$ cat config.mk
export PLATFORM = sky130hd
export DESIGN_NAME = lsu_dbus_if
export DESIGN_NICKNAME = d
export VERILOG_FILES = /design/src/rtl/lsu_dbus_if_pkg.sv /design/src/rtl/lsu_dbus_if_load_align.sv /design/src/rtl/lsu_dbus_if.sv
export SDC_FILE = /design/constraint.sdc
export NUM_CORES = 1
export LEC_CHECK = 0
export CORE_ASPECT_RATIO = 0.7
export CORE_UTILIZATION = 46
export CTS_CLUSTER_DIAMETER = 80
export CTS_CLUSTER_SIZE = 12
export DETAILED_ROUTE_END_ITERATION = 10
export HOLD_SLACK_MARGIN = 0.15
export PLACE_DENSITY_LB_ADDON = 0.08
export SYNTH_ARGS = -nofsm -noshare
export SYNTH_HDL_FRONTEND = slang
export SYNTH_SLANG_ARGS = --single-unit
export TNS_END_PERCENT = 10
$ cat constraint.sdc
create_clock -name clk_i -period 5.1 [get_ports clk_i]
set_input_delay 0.51 -clock clk_i [delete_from_list [all_inputs] [get_ports clk_i]]
set_output_delay 0.51 -clock clk_i [all_outputs]
set_load 0.005 [all_outputs]
$ cat src/rtl/lsu_dbus_if_pkg.sv
// rtl/lsu_dbus_if_pkg.sv - shared encodings and helpers for the load/store bus interface
package lsu_dbus_if_pkg;

  // Load size codes as delivered by the decoder; 2'b11 falls back to word
  typedef enum logic [1:0] {
    TRIM_WORD = 2'b00,
    TRIM_HALF = 2'b01,
    TRIM_BYTE = 2'b10
  } lsu_trim_e;

  // Store size masks before lane shifting
  localparam logic [3:0] BE_B = 4'b0001;
  localparam logic [3:0] BE_H = 4'b0011;
  localparam logic [3:0] BE_W = 4'b1111;

  typedef enum logic [1:0] {
    LSU_IDLE = 2'b00,
    LSU_REQ  = 2'b01,
    LSU_DONE = 2'b10
  } lsu_state_e;

  // Access width of the pending request; a store mask takes priority over the load trim
  function automatic lsu_trim_e access_size(input logic [3:0] wmask, input logic [1:0] trim);
    if (wmask != 4'b0000) begin
      if (wmask[3] | wmask[2]) return TRIM_WORD;
      else if (wmask[1])       return TRIM_HALF;
      else                     return TRIM_BYTE;
    end
    case (trim)
      2'b01:   return TRIM_HALF;
      2'b10:   return TRIM_BYTE;
      default: return TRIM_WORD;
    endcase
  endfunction

  // Unshifted byte-enable pattern for an access width
  function automatic logic [3:0] size_mask(input lsu_trim_e size);
    case (size)
      TRIM_HALF: return BE_H;
      TRIM_BYTE: return BE_B;
      default:   return BE_W;
    endcase
  endfunction

endpackage

$ cat src/rtl/lsu_dbus_if_load_align.sv
// rtl/lsu_dbus_if_load_align.sv - lane shift, trim and sign/zero extension of load data
module lsu_load_align
  import lsu_dbus_if_pkg::*;
(
  input  logic [1:0]  off,
  input  lsu_trim_e   trim,
  input  logic        sext,
  input  logic [31:0] rdata,
  output logic [31:0] result
);

  logic [31:0] sh;

  assign sh = rdata >> {off, 3'b000};

  // Select the addressed bytes and extend them to a full word
  always_comb begin
    result = sh;
    case (trim)
      TRIM_BYTE: result = {{24{sext & sh[7]}}, sh[7:0]};
      TRIM_HALF: result = {{16{sext & sh[15]}}, sh[15:0]};
      default:   result = sh;
    endcase
  end

endmodule

$ cat src/rtl/lsu_dbus_if.sv
// rtl/lsu_dbus_if.sv - MEM-stage load/store unit driving a req/ack data bus
module lsu_dbus_if
  import lsu_dbus_if_pkg::*;
#(
  parameter int unsigned TIMEOUT_CYCLES = 255
) (
  input  logic        clk_i,
  input  logic        rst_i,
  input  logic        mem_read_i,
  input  logic [3:0]  mem_write_i,
  input  logic [1:0]  mem_trim_i,
  input  logic        mem_sign_extend_i,
  input  logic [31:0] addr_i,
  input  logic [31:0] wdata_i,
  output logic        stall_o,
  output logic        done_o,
  output logic [31:0] rdata_o,
  output logic        misaligned_o,
  output logic        bus_err_o,
  output logic        dbus_req_o,
  output logic        dbus_we_o,
  output logic [31:0] dbus_addr_o,
  output logic [3:0]  dbus_be_o,
  output logic [31:0] dbus_wdata_o,
  input  logic        dbus_ack_i,
  input  logic [31:0] dbus_rdata_i
);

  localparam logic [15:0] TMO_LAST = 16'(TIMEOUT_CYCLES - 1);

  lsu_state_e  state_q, state_d;
  logic [15:0] tmo_cnt_q;
  logic [1:0]  off_q;
  lsu_trim_e   trim_q;
  logic        sext_q;

  logic        pending;
  logic        is_write;
  lsu_trim_e   size;
  logic        misaligned;
  logic        launch;
  logic        ack_hit;
  logic        timeout_hit;
  logic [3:0]  lane_be;
  logic [31:0] load_result;

  assign pending  = mem_read_i | (|mem_write_i);
  assign is_write = |mem_write_i;
  assign size     = access_size(mem_write_i, mem_trim_i);

  assign misaligned = ((size == TRIM_HALF) && addr_i[0]) ||
                      ((size == TRIM_WORD) && (addr_i[1:0] != 2'b00));

  // Stores use the decoder mask directly; loads enable the lanes they will read
  assign lane_be = is_write ? (mem_write_i << addr_i[1:0]) : (size_mask(size) << addr_i[1:0]);

  assign launch      = (state_q == LSU_IDLE) && pending && !misaligned;
  assign ack_hit     = (state_q == LSU_REQ) && dbus_ack_i;
  assign timeout_hit = (state_q == LSU_REQ) && !dbus_ack_i && (tmo_cnt_q == TMO_LAST);

  lsu_load_align u_load_align (
    .off    (off_q),
    .trim   (trim_q),
    .sext   (sext_q),
    .rdata  (dbus_rdata_i),
    .result (load_result)
  );

  // State register
  always_ff @(posedge clk_i or posedge rst_i) begin
    if (rst_i) state_q <= LSU_IDLE;
    else       state_q <= state_d;
  end

  // Next state and the combinational handshake outputs
  always_comb begin
    state_d      = state_q;
    stall_o      = 1'b0;
    done_o       = 1'b0;
    misaligned_o = 1'b0;
    case (state_q)
      LSU_IDLE: begin
        if (pending) begin
          stall_o = 1'b1;
          if (misaligned) begin
            misaligned_o = 1'b1;
            state_d      = LSU_DONE;
          end else begin
            state_d = LSU_REQ;
          end
        end
      end
      LSU_REQ: begin
        stall_o = 1'b1;
        if (dbus_ack_i || timeout_hit) state_d = LSU_DONE;
      end
      LSU_DONE: begin
        done_o  = 1'b1;
        state_d = LSU_IDLE;
      end
      default: state_d = LSU_IDLE;
    endcase
  end

  // Registered bus outputs plus the load controls needed when the ack arrives
  always_ff @(posedge clk_i or posedge rst_i) begin
    if (rst_i) begin
      dbus_req_o   <= 1'b0;
      dbus_we_o    <= 1'b0;
      dbus_addr_o  <= '0;
      dbus_be_o    <= '0;
      dbus_wdata_o <= '0;
      off_q        <= '0;
      trim_q       <= TRIM_WORD;
      sext_q       <= 1'b0;
    end else if (launch) begin
      dbus_req_o   <= 1'b1;
      dbus_we_o    <= is_write;
      dbus_addr_o  <= {addr_i[31:2], 2'b00};
      dbus_be_o    <= lane_be;
      dbus_wdata_o <= wdata_i << {addr_i[1:0], 3'b000};
      off_q        <= addr_i[1:0];
      trim_q       <= size;
      sext_q       <= mem_sign_extend_i;
    end else if (ack_hit || timeout_hit) begin
      dbus_req_o   <= 1'b0;
      dbus_we_o    <= 1'b0;
      dbus_addr_o  <= '0;
      dbus_be_o    <= '0;
      dbus_wdata_o <= '0;
    end
  end

  // Count REQ cycles spent waiting; cleared whenever the bus is not being waited on
  always_ff @(posedge clk_i or posedge rst_i) begin
    if (rst_i)                                             tmo_cnt_q <= '0;
    else if ((state_q == LSU_REQ) && (state_d == LSU_REQ)) tmo_cnt_q <= tmo_cnt_q + 16'd1;
    else                                                   tmo_cnt_q <= '0;
  end

  // Write-back data: load result on ack, zero for stores, timeouts and dropped accesses
  always_ff @(posedge clk_i or posedge rst_i) begin
    if (rst_i)                                          rdata_o <= '0;
    else if (ack_hit)                                   rdata_o <= dbus_we_o ? 32'd0 : load_result;
    else if (timeout_hit)                               rdata_o <= '0;
    else if ((state_q == LSU_IDLE) && pending && misaligned) rdata_o <= '0;
  end

  // Timeout pulse lines up with the DONE cycle
  always_ff @(posedge clk_i or posedge rst_i) begin
    if (rst_i) bus_err_o <= 1'b0;
    else       bus_err_o <= timeout_hit;
  end

endmodule

Word level (Yosys, flattened, before mapping)
Index checks and enable logic that the tools add are counted.

operators by class
  add/sub/neg operators = 1
  $mul = 0
  div/mod/pow operators = 0
  order comparisons = 0
  equal/unequal tests = 10
  shifts and indexed selects = 4
  multiplexer cells = 32
  bitwise gates (word level) = 4
  reductions and logical operators = 21

operators with widths
  operator                                              number
  two-way mux 32 bit                                    7
  one-hot mux 32 bit (2 select lines)                   1
  << shifter 32 x 5 -> 32 bit                           1
  right shift 32 x 5 -> 32 bit                          1
  adder 16 x 1 -> 16 bit, second input constant         1
  equality test 16 x 8 -> 1 bit, second input constant  1
  two-way mux 16 bit                                    1
  two-way mux 2 bit                                     7
  two-way mux 4 bit                                     3
  equality test 2 x 1 -> 1 bit, second input constant   5
  logical AND 1 bit                                     9
  two-way mux 1 bit                                     9
  equality test 2 bit, second input constant            4
  one-hot mux 2 bit (2 select lines)                    2
  one-hot mux 4 bit (2 select lines)                    1
  << shifter 4 x 2 -> 4 bit                             2
  zero test 2 bit                                       2
  nonzero test 2 bit                                    2
  nonzero test 4 bit                                    1
  OR reduction 4 bit                                    1
  logical OR 1 bit                                      3
  nonzero test 3 bit                                    1
  AND 1 bit                                             2
  zero test 1 bit                                       2
  other kinds (2)                                       3

storage, ports and cells
  bits in registers = 126
  bits in latches = 0
  memory bits (writable) = 0
  ROM bits = 0
  input bits = 107
  output and inout port bits = 106
  logic and storage cells = 84
  memories = 0

Longest topological paths before layout
Gate-level depths: netlist of run 1.

  word-level depth = 13
  depth in mapped cells = 11

Cells and area by module
From an unflattened synthesis of run 1, not the netlist that was laid out.

unflattened totals
  cells, all modules = 668
  area total of the unflattened synthesis = 6503.7 um^2

by module, submodules not included
  module          times used  cells each  area each (um^2)  seq. area each (um^2)
  lsu_dbus_if     1           558         5699.2            3103.0
  lsu_load_align  1           110         804.5             0.0

Worst setup path before layout of run 1
Ideal clock, no wire load.

  path kind = input to output
  start = in mem_write_i[1]
  end = out misaligned_o
  data arrival time = 2.201 ns
  required time = 4.590 ns
  slack = 2.389 ns
  stages = 10
  cells stage by stage = or3_1 -> buf_2 -> nor2_1 -> inv_1 -> ha_1 -> o21a_1 -> a21o_1 -> clkbuf_1 -> nand2_1 -> inv_1

on the way
  word-level cells in the longest chain between the ends = 10
  elaborated cells on any way between the ends = 16

RTL lines
  element                                                                 line                                  source
  start: declaration                                                      lsu_dbus_if.sv:10                     input logic [3:0] mem_write_i,
  two-way mux 2 bit                                                       lsu_dbus_if_pkg.sv:26                 else if (wmask[1]) return TRIM_HALF;
  two-way mux 2 bit                                                       lsu_dbus_if_pkg.sv:25                 if (wmask[3] | wmask[2]) return TRIM_WORD;
  two-way mux 2 bit                                                       lsu_dbus_if_pkg.sv:24                 if (wmask != 4'b0000) begin
  two-way mux 2 bit *                                                     lsu_dbus_if_pkg.sv:29                 case (trim)
  net size[1]                                                             lsu_dbus_if.sv:39                     lsu_trim_e size;
  equality test 2 x 1 -> 1 bit / zero test 2 bit (equally long branches)  lsu_dbus_if.sv:51, lsu_dbus_if.sv:52
  logical AND 1 bit (on tied branches)                                    lsu_dbus_if.sv:51, lsu_dbus_if.sv:52
  logical OR 1 bit *                                                      lsu_dbus_if.sv:51                     assign misaligned = ((size == TRIM_HALF) && addr_i[0]) ||
  two-way mux 1 bit *                                                     lsu_dbus_if.sv:85                     if (misaligned) begin
  two-way mux 1 bit *                                                     lsu_dbus_if.sv:83                     if (pending) begin
  two-way mux 1 bit *                                                     lsu_dbus_if.sv:81                     case (state_q)
  end: declaration                                                        lsu_dbus_if.sv:18                     output logic misaligned_o,

Mark *: on every way through the listed nets, which the timed path passes. The rest lies on a longest branch. The select of a mux whose other input is x is not followed.

Final worst setup path of run 1
  start = in mem_write_i[0]
  end = out misaligned_o

on the way
  word-level cells in the longest chain between the ends = 9
  elaborated cells on any way between the ends = 13

RTL lines
  element                                                                 line
  nonzero test 4 bit                                                      lsu_dbus_if_pkg.sv:24
  two-way mux 1 bit                                                       lsu_dbus_if_pkg.sv:24
  two-way mux 2 bit                                                       lsu_dbus_if_pkg.sv:29
  equality test 2 x 1 -> 1 bit / zero test 2 bit (equally long branches)  lsu_dbus_if.sv:51, lsu_dbus_if.sv:52
  logical AND 1 bit (on tied branches)                                    lsu_dbus_if.sv:51, lsu_dbus_if.sv:52
  logical OR 1 bit                                                        lsu_dbus_if.sv:51
  two-way mux 1 bit                                                       lsu_dbus_if.sv:85
  two-way mux 1 bit *                                                     lsu_dbus_if.sv:83
  two-way mux 1 bit *                                                     lsu_dbus_if.sv:81

Mark *: on every way between the ends. The rest lies on a longest branch, timed or not.

==> results of run 1 <==
[per-stage QoR]
stage,cells,util
finish,970,0.682
global route,970,0.682
CTS,970,0.682
detailed placement,938,0.639
global placement,938,0.639
floorplan,589,-
[worst paths after layout]
check / startpoint / end / slack (ps)
worst min register to register: tmo_cnt_q[0] / tmo_cnt_q[0] / 480
max in group asynchronous: rst_i / dbus_addr_o[14] / 3690
worst min-delay path: rst_i / dbus_wdata_o[1] / 420
worst max register to register: state_q[1] / dbus_be_o[2] / 2310
min in group clk_i: tmo_cnt_q[0] / tmo_cnt_q[0] / 480
worst max-delay path: mem_write_i[0] / misaligned_o / 940
[where the power goes]
group	internal, W	leakage (nW)	total, W	switching, W
clock	0.000698	0.257	0.00116	0.000461
sequential	0.00133	1.64	0.00156	0.000234
combinational	0.00107	1.79	0.00203	0.000964
[worst register-to-register path, cell delays in order (launching register included)]
cell	delay, ps
dfrtp_1	400
nor2_1	360
o31a_1	720
nand2b_2	660
a311o_1	540
[sequential cells by signal, summed over array words and instances (netlist names)]
name          cells
dbus_wdata_o     32
rdata_o          32
dbus_addr_o      30
tmo_cnt_q        16
dbus_be_o         4
off_q             2
state_q           2
trim_q            2
bus_err_o         1
dbus_req_o        1
dbus_we_o         1
sext_q            1
[per-layer routing]
| layer | vias up | track usage | part of all wire |
|---|---|---|---|
| met2 | 256 | 0.403 | 0.44 |
| li1 | 2613 | - | - |
| met5 | - | 0 | 0 |
| met4 | 0 | 0.0761 | 0.015 |
| met3 | 22 | 0.0668 | 0.070 |
| met1 | 2885 | 0.414 | 0.47 |
[logic make-up after synthesis]
logic type | after synthesis
XOR/XNOR | 11
other | 1
AND/OR/NAND/NOR | 93
adder cells (fa/ha/maj) | 7
multiplexers | 52
flip-flops | 124
AO/OA/AOI/OAI | 221
buffers and inverters | 79
[final cells by class]
cell class,instances,area share
multi-input combinational,386,0.320
timing repair buffer,221,0.240
inverter,22,0.00937
clock buffer,20,0.0503
sequential,124,0.342
tap,185,0.0255
clock inverter,12,0.0129
[cell usage after synthesis (2+ instances only)]
cell	n	area (um^2)
buf_2	17	85.1
o22ai_1	26	163
nor3b_1	3	22.5
nand2b_1	2	12.5
xor2_1	10	87.6
o21ai_0	68	340
nor4_1	3	18.8
inv_1	22	82.6
buf_6	4	45.0
a22oi_1	15	113
a21o_1	3	22.5
mux2i_1	17	170
buf_4	4	30.0
nor2_1	21	78.8
buf_1	2	7.51
a22o_1	8	70.1
mux2_2	35	394
a32oi_1	9	78.8
or4_1	2	15.0
nor3_1	6	30.0
nand3_1	7	35.0
and4_1	2	17.5
a21oi_1	6	30.0
or3_1	2	12.5
clkbuf_2	4	20.0
a32o_1	41	410
o22a_1	2	17.5
and2_1	2	12.5
nor4b_1	2	17.5
clkbuf_1	26	97.6
dfrtp_1	124	3100
nand2_1	25	93.8
ha_1	7	87.6
nand4_1	5	31.3
o2bb2ai_1	30	263
nor2b_1	3	18.8
==> reports/results.tsv, run 1 <==
stage	metric	value	unit
synthesis	synthMuxAreaShare	0.0887	
route	drt_iter0_drc	461	
synthesis	synth-simple-area-share	0.0755	
floorplan	dieWidth	143	um
worst_setup_path	worstPathMaxFanout	46	
clock_tree	clk_path_buf_depth	2	
synthesis	synth_top_family_by_area	compound AO/OA/AOI/OAI gates	
worst_hold_path	hp-class	in2async	
floorplan	start_util	0.478	
worst_setup_path	crit_path_start_kind	input pin	
worst_setup_path	cpMaxStageDelayCell	clkdlybuf4s50_1	
route	finalWirelength	19.5	mm
grt	grt_pass1_wl	30.7	mm
floorplan	rows	35	
worst_setup_path	critical_path_cell_count	10	
run	maxCapViolCount	0	
synthesis	synth_warnings	0	
grt	grt_pass1_vias	5589	
cells_and_area	antenna_cells	0	
clock_tree	cts-hold-fix-buffers	0	
worst_setup_path	cp_common_cell	clkdlybuf4s50_1	
synthesis	synth_seq_cells	124	
worst_setup_path	crit_required	4590	ps
synthesis	yosysSeqAreaShare	0.488	
clock_tree	clk_pin_slew	60	ps
place	dp_slack	995	ps
cells_and_area	final_cell_mix	clkdlybuf4s50_1, dfrtp_1, o21ai_0	
cells_and_area	regArea	0.00310	mm^2
clock_tree	post-cts-setup-buffer-count	0	
grt	grt_max_degree	53	
floorplan	die_h	100	um
clock_tree	cts_tree	yes	
cells_and_area	fillers	1048	
sta	maxSlewViolCount	0	
clock_tree	cts_max_level	4	
worst_setup_path	criticalPathCategory	in2out	
route	drt-vias-per-instance	5.95	
route	vias	5776	
clock_tree	root_buffer	clkbuf_16	
sta	setup_tns	0	ps
sta	rsz0062_at_grt	false	
synthesis	synth.distinct_cells	59	
synthesis	syn_area	0.00636	mm^2
clock_tree	cts-resized-gates	0	
cells_and_area	syn2layout_area_growth	42.8	%
worst_setup_path	reg2regPathDepth	4	
sta	setup_violations	0	
sta	worst_slack	937	ps
synthesis	synth_fa_ha_area_frac	0.0138	
synthesis	postSynthCellCount	588	
worst_setup_path	slowest_delay	740	ps
clock_tree	clock-sinks	124	
run_status	status	completed	
cells_and_area	layout_commonest_cell	clkdlybuf4s50_1	
power	p_leak	3.69	nW
worst_setup_path	path_cells	clkdlybuf4s50_1, nor3_1, o21ai_0, ha_1, o21a_1, a21o_1, buf_4, nand2_1, inv_1, clkdlybuf4s50_1	
synthesis	synth_compound_area_frac	0.260	
place	port_buffers	210	
power	ir_drop	0.279	mV
sta	fmax	240	MHz
worst_setup_path	critPathCaptureType	primary output	
power	total_power	0.00476	W
place	gp_congestion	0.891	
synthesis	synth_edf_count	0	
place	dpl-instance-area	0.00851	mm^2
sta	finalClockSkew	6.92	ps
clock_tree	cts_made_buffers	17	
synthesis	syn-mean-instance-area	10.8	um^2
synthesis	synth_xor_area_frac	0.0151	
route	drt-pass1-iter-count	5	
power	powerDensity	524	mW/mm^2
floorplan	ioPinCount	213	
worst_setup_path	cp_num_buf_inv	4	
grt	grt_use_total	0.279	
sta	holdWs	417	ps
synthesis	ys.flop_type	dfrtp_1	
route	antenna_left	0	
cells_and_area	drive_gt1_frac	0.113	
route	drc_errors	0	
sta	hold_viol	0	
sta	min_period	4160	ps
grt	grt_overflow	0	
sta	tightest_slew	1170	ps
clock_tree	clock_latency	400	ps
route	wl_per_cell	20.1	um
grt	antenna_found_initial	0	
worst_setup_path	cp.arrival	3650	ps
floorplan	core-area	0.0133	mm^2
place	dp_hpwl	13.3	mm
cells_and_area	multi_input_area	0.00291	mm^2
worst_setup_path	cpLargestDelayFamily	buffers and inverters	
synthesis	synth-async-reset-ratio	1.00	
cells_and_area	finalInstanceArea	0.00908	mm^2
cells_and_area	final_nets	886	
sta	period_share	0.816	
sta	maxSlewHeadroom	0.213	
floorplan	dieArea	0.0143	mm^2
Note: power is estimated with default switching activity, not from simulation.
==> inputs of run 2 (changes only) <==
CORE_UTILIZATION = 42   (was 46)
clock period = 3.4 ns   (was 5.1 ns; I/O delays follow)
==> run 2 against run 1 <==
Flip-flop and latch count is the same. Sequential share of layout area shrank 0.60 points. Routed wire length shrank 0.51%. Design area grew 1.8%. Via count shrank 1.1%. Largest cell class unchanged. Register-to-register slack lost 1400 ps.
==> reports/results.tsv, run 2 (synthesis gave the netlist of run 1 again) <==
stage	metric	value	unit	change
cells_and_area	drive_gt1_frac	0.128		+0.0144
clock_tree	clk_path_buf_depth	2		unchanged
grt	grt_use_total	0.258		-0.0207
clock_tree	clock_latency	420	ps	+20 ps
place	port_buffers	210		unchanged
grt	grt_overflow	0		unchanged
route	antenna_left	0		unchanged
sta	setup_tns	0	ps	unchanged
sta	min_period	3140	ps	
cells_and_area	syn2layout_area_growth	45.4	%	
worst_setup_path	worstPathMaxFanout	7		-85%
worst_setup_path	critPathCapture	misaligned_o		
route	drc_errors	0		unchanged
worst_setup_path	r2r_slack	940	ps	-1370 ps
power	total_power	0.00732	W	+54%
clock_tree	post-cts-setup-buffer-count	0		unchanged
grt	antenna_found_initial	1		+1
cells_and_area	antenna_cells	0		unchanged
cells_and_area	reg_top3	dbus_wdata_o x32, rdata_o x32, dbus_addr_o x30		
worst_setup_path	crit_path_start_kind	input pin		
route	drt_iter0_drc	354		-23%
worst_setup_path	startpoint	mem_write_i[2]		
worst_setup_path	r2r_end	rdata_o[31]		
sta	setup_violations	0		unchanged
cells_and_area	finalInstanceArea	0.00925	mm^2	+1.8%
sta	fmax	319	MHz	
floorplan	ioPinCount	213		unchanged
worst_setup_path	crit_required	3060	ps	-1530 ps
cells_and_area	final_nets	899		+1.5%
cells_and_area	fin_util	0.628		-0.0543
clock_tree	cts-hold-fix-buffers	0		unchanged
power	ir_drop	0.391	mV	+40%
worst_setup_path	cpLargestDelayFamily	buffers and inverters		
worst_setup_path	cp.arrival	2800	ps	-850 ps
grt	grt_pass1_vias	5427		-2.9%
clock_tree	cts_tree	yes		
sta	rsz0062_at_grt	false		
clock_tree	clock-sinks	124		unchanged
floorplan	core-area	0.0147	mm^2	+11%
sta	worst_slack	263	ps	-674 ps
clock_tree	root_buffer	clkbuf_16		
floorplan	rows	37		+5.7%
clock_tree	cts_max_level	4		unchanged
worst_setup_path	cp_num_buf_inv	4		unchanged
cells_and_area	final_cell_mix	clkdlybuf4s50_1, dfrtp_1, o21ai_0		
worst_setup_path	critical_path_cell_count	10		unchanged
route	finalWirelength	19.4	mm	-0.51%
floorplan	dieArea	0.0156	mm^2	+9.4%
power	powerDensity	792	mW/mm^2	+51%
floorplan	dieWidth	149	um	+4.6%
place	gp_congestion	0.875		-1.7%
route	wl_per_cell	19.5	um	-2.8%
run	maxCapViolCount	0		unchanged
grt	grt_pass1_wl	30.7	mm	about the same
sta	finalClockSkew	9.58	ps	+2.67 ps
place	dp_hpwl	13.7	mm	+2.9%
run_status	status	completed		
place	dpl-instance-area	0.00863	mm^2	+1.5%
worst_hold_path	hp-class	in2async		
sta	hold_viol	0		unchanged
worst_setup_path	path_cells	clkdlybuf4s50_1, or3_1, nor2_1, inv_1, ha_1, o21a_1, a21o_1, nand2_1, inv_1, clkdlybuf4s50_1		
clock_tree	cts-resized-gates	0		unchanged
grt	grt_max_degree	125		+140%
sta	maxSlewHeadroom	0.440		+0.226
worst_setup_path	cpMaxStageDelayCell	clkdlybuf4s50_1		
clock_tree	cts_made_buffers	17		unchanged
place	dp_slack	135	ps	-860 ps
route	drt-pass1-iter-count	5		unchanged
cells_and_area	layout_commonest_cell	clkdlybuf4s50_1		
sta	tightest_slew	841	ps	-330 ps
route	drt-vias-per-instance	5.75		-3.4%
floorplan	die_h	105	um	+4.6%
worst_setup_path	critPathCaptureType	primary output		
worst_setup_path	slowest_delay	480	ps	-260 ps
sta	period_share	0.923		
worst_setup_path	criticalPathCategory	in2out		
clock_tree	clk_pin_slew	60	ps	about the same
worst_setup_path	reg2regPathDepth	4		unchanged
route	vias	5713		-1.1%
worst_setup_path	r2r-start	off_q[1]		
sta	maxSlewViolCount	0		unchanged
floorplan	start_util	0.432		-0.0457
power	p_leak	3.79	nW	+2.7%
## run 2: changes by cell type in the layout (fill, tap and decap cells not counted), sizes merged
cell and delta:
clkinv +1, buf +13, clkbuf +1, clkinvlp -3, bufinv +2, inv -1
## run 2: final cells by class
class / instances / area [um^2]
clock buffers: 21 / 470
clock inverters: 11 / 141
fillers: 1198 / 5480
inverters: 22 / 86.3
multi-input cells: 386 / 2910
flip-flops and latches: 124 / 3100
well taps: 195 / 244
repair buffers: 234 / 2290
## run 2: report_power, final
part	internal, W	leakage (nW)	switching (W)
logic	0.00167	1.85	0.00144
clock network	0.00121	0.295	0.000660
registers	0.00200	1.64	0.000351
total	0.00487	3.79	0.00245
## run 2: layer usage
metal  share of wire  wire length, um  vias to the layer above  track usage
li1                -                -                     2652            -
met1            0.47             9190                     2819        0.391
met2            0.44             8540                      224        0.361
met3           0.074             1440                       16       0.0664
met4          0.0093              181                        2       0.0656
met5         0.00067               13                        -            0
## run 2: stage by stage
step,instances,hold WS [ps]
6_report,993,469
5_1_grt,993,472
4_1_cts,993,467
3_5_place_dp,961,469
3_3_place_gp,961,458
2_1_floorplan,589,413
## run 2: worst register-to-register path: stages, from the launching register on
cell,delay [ps]
dfrtp_1,740
nor2b_1,470
a22oi_1,210
o211ai_2,680
a32o_1,290
## run 2: worst min-delay path by stage
| stage | from | endpoint | slack [ps] | depth (start not counted) |
|---|---|---|---|---|
| 2_1_floorplan | dbus_ack_i | bus_err_o | 410 | 1 |
| 3_3_place_gp | tmo_cnt_q[0] | tmo_cnt_q[0] | 460 | 1 |
| 3_5_place_dp | dbus_req_o | dbus_req_o | 470 | 1 |
| 4_1_cts | addr_i[26] | dbus_addr_o[26] | 470 | 2 |
| 5_1_grt | addr_i[28] | dbus_addr_o[28] | 470 | 2 |
| 6_report | rst_i | tmo_cnt_q[2] | 470 | 3 |
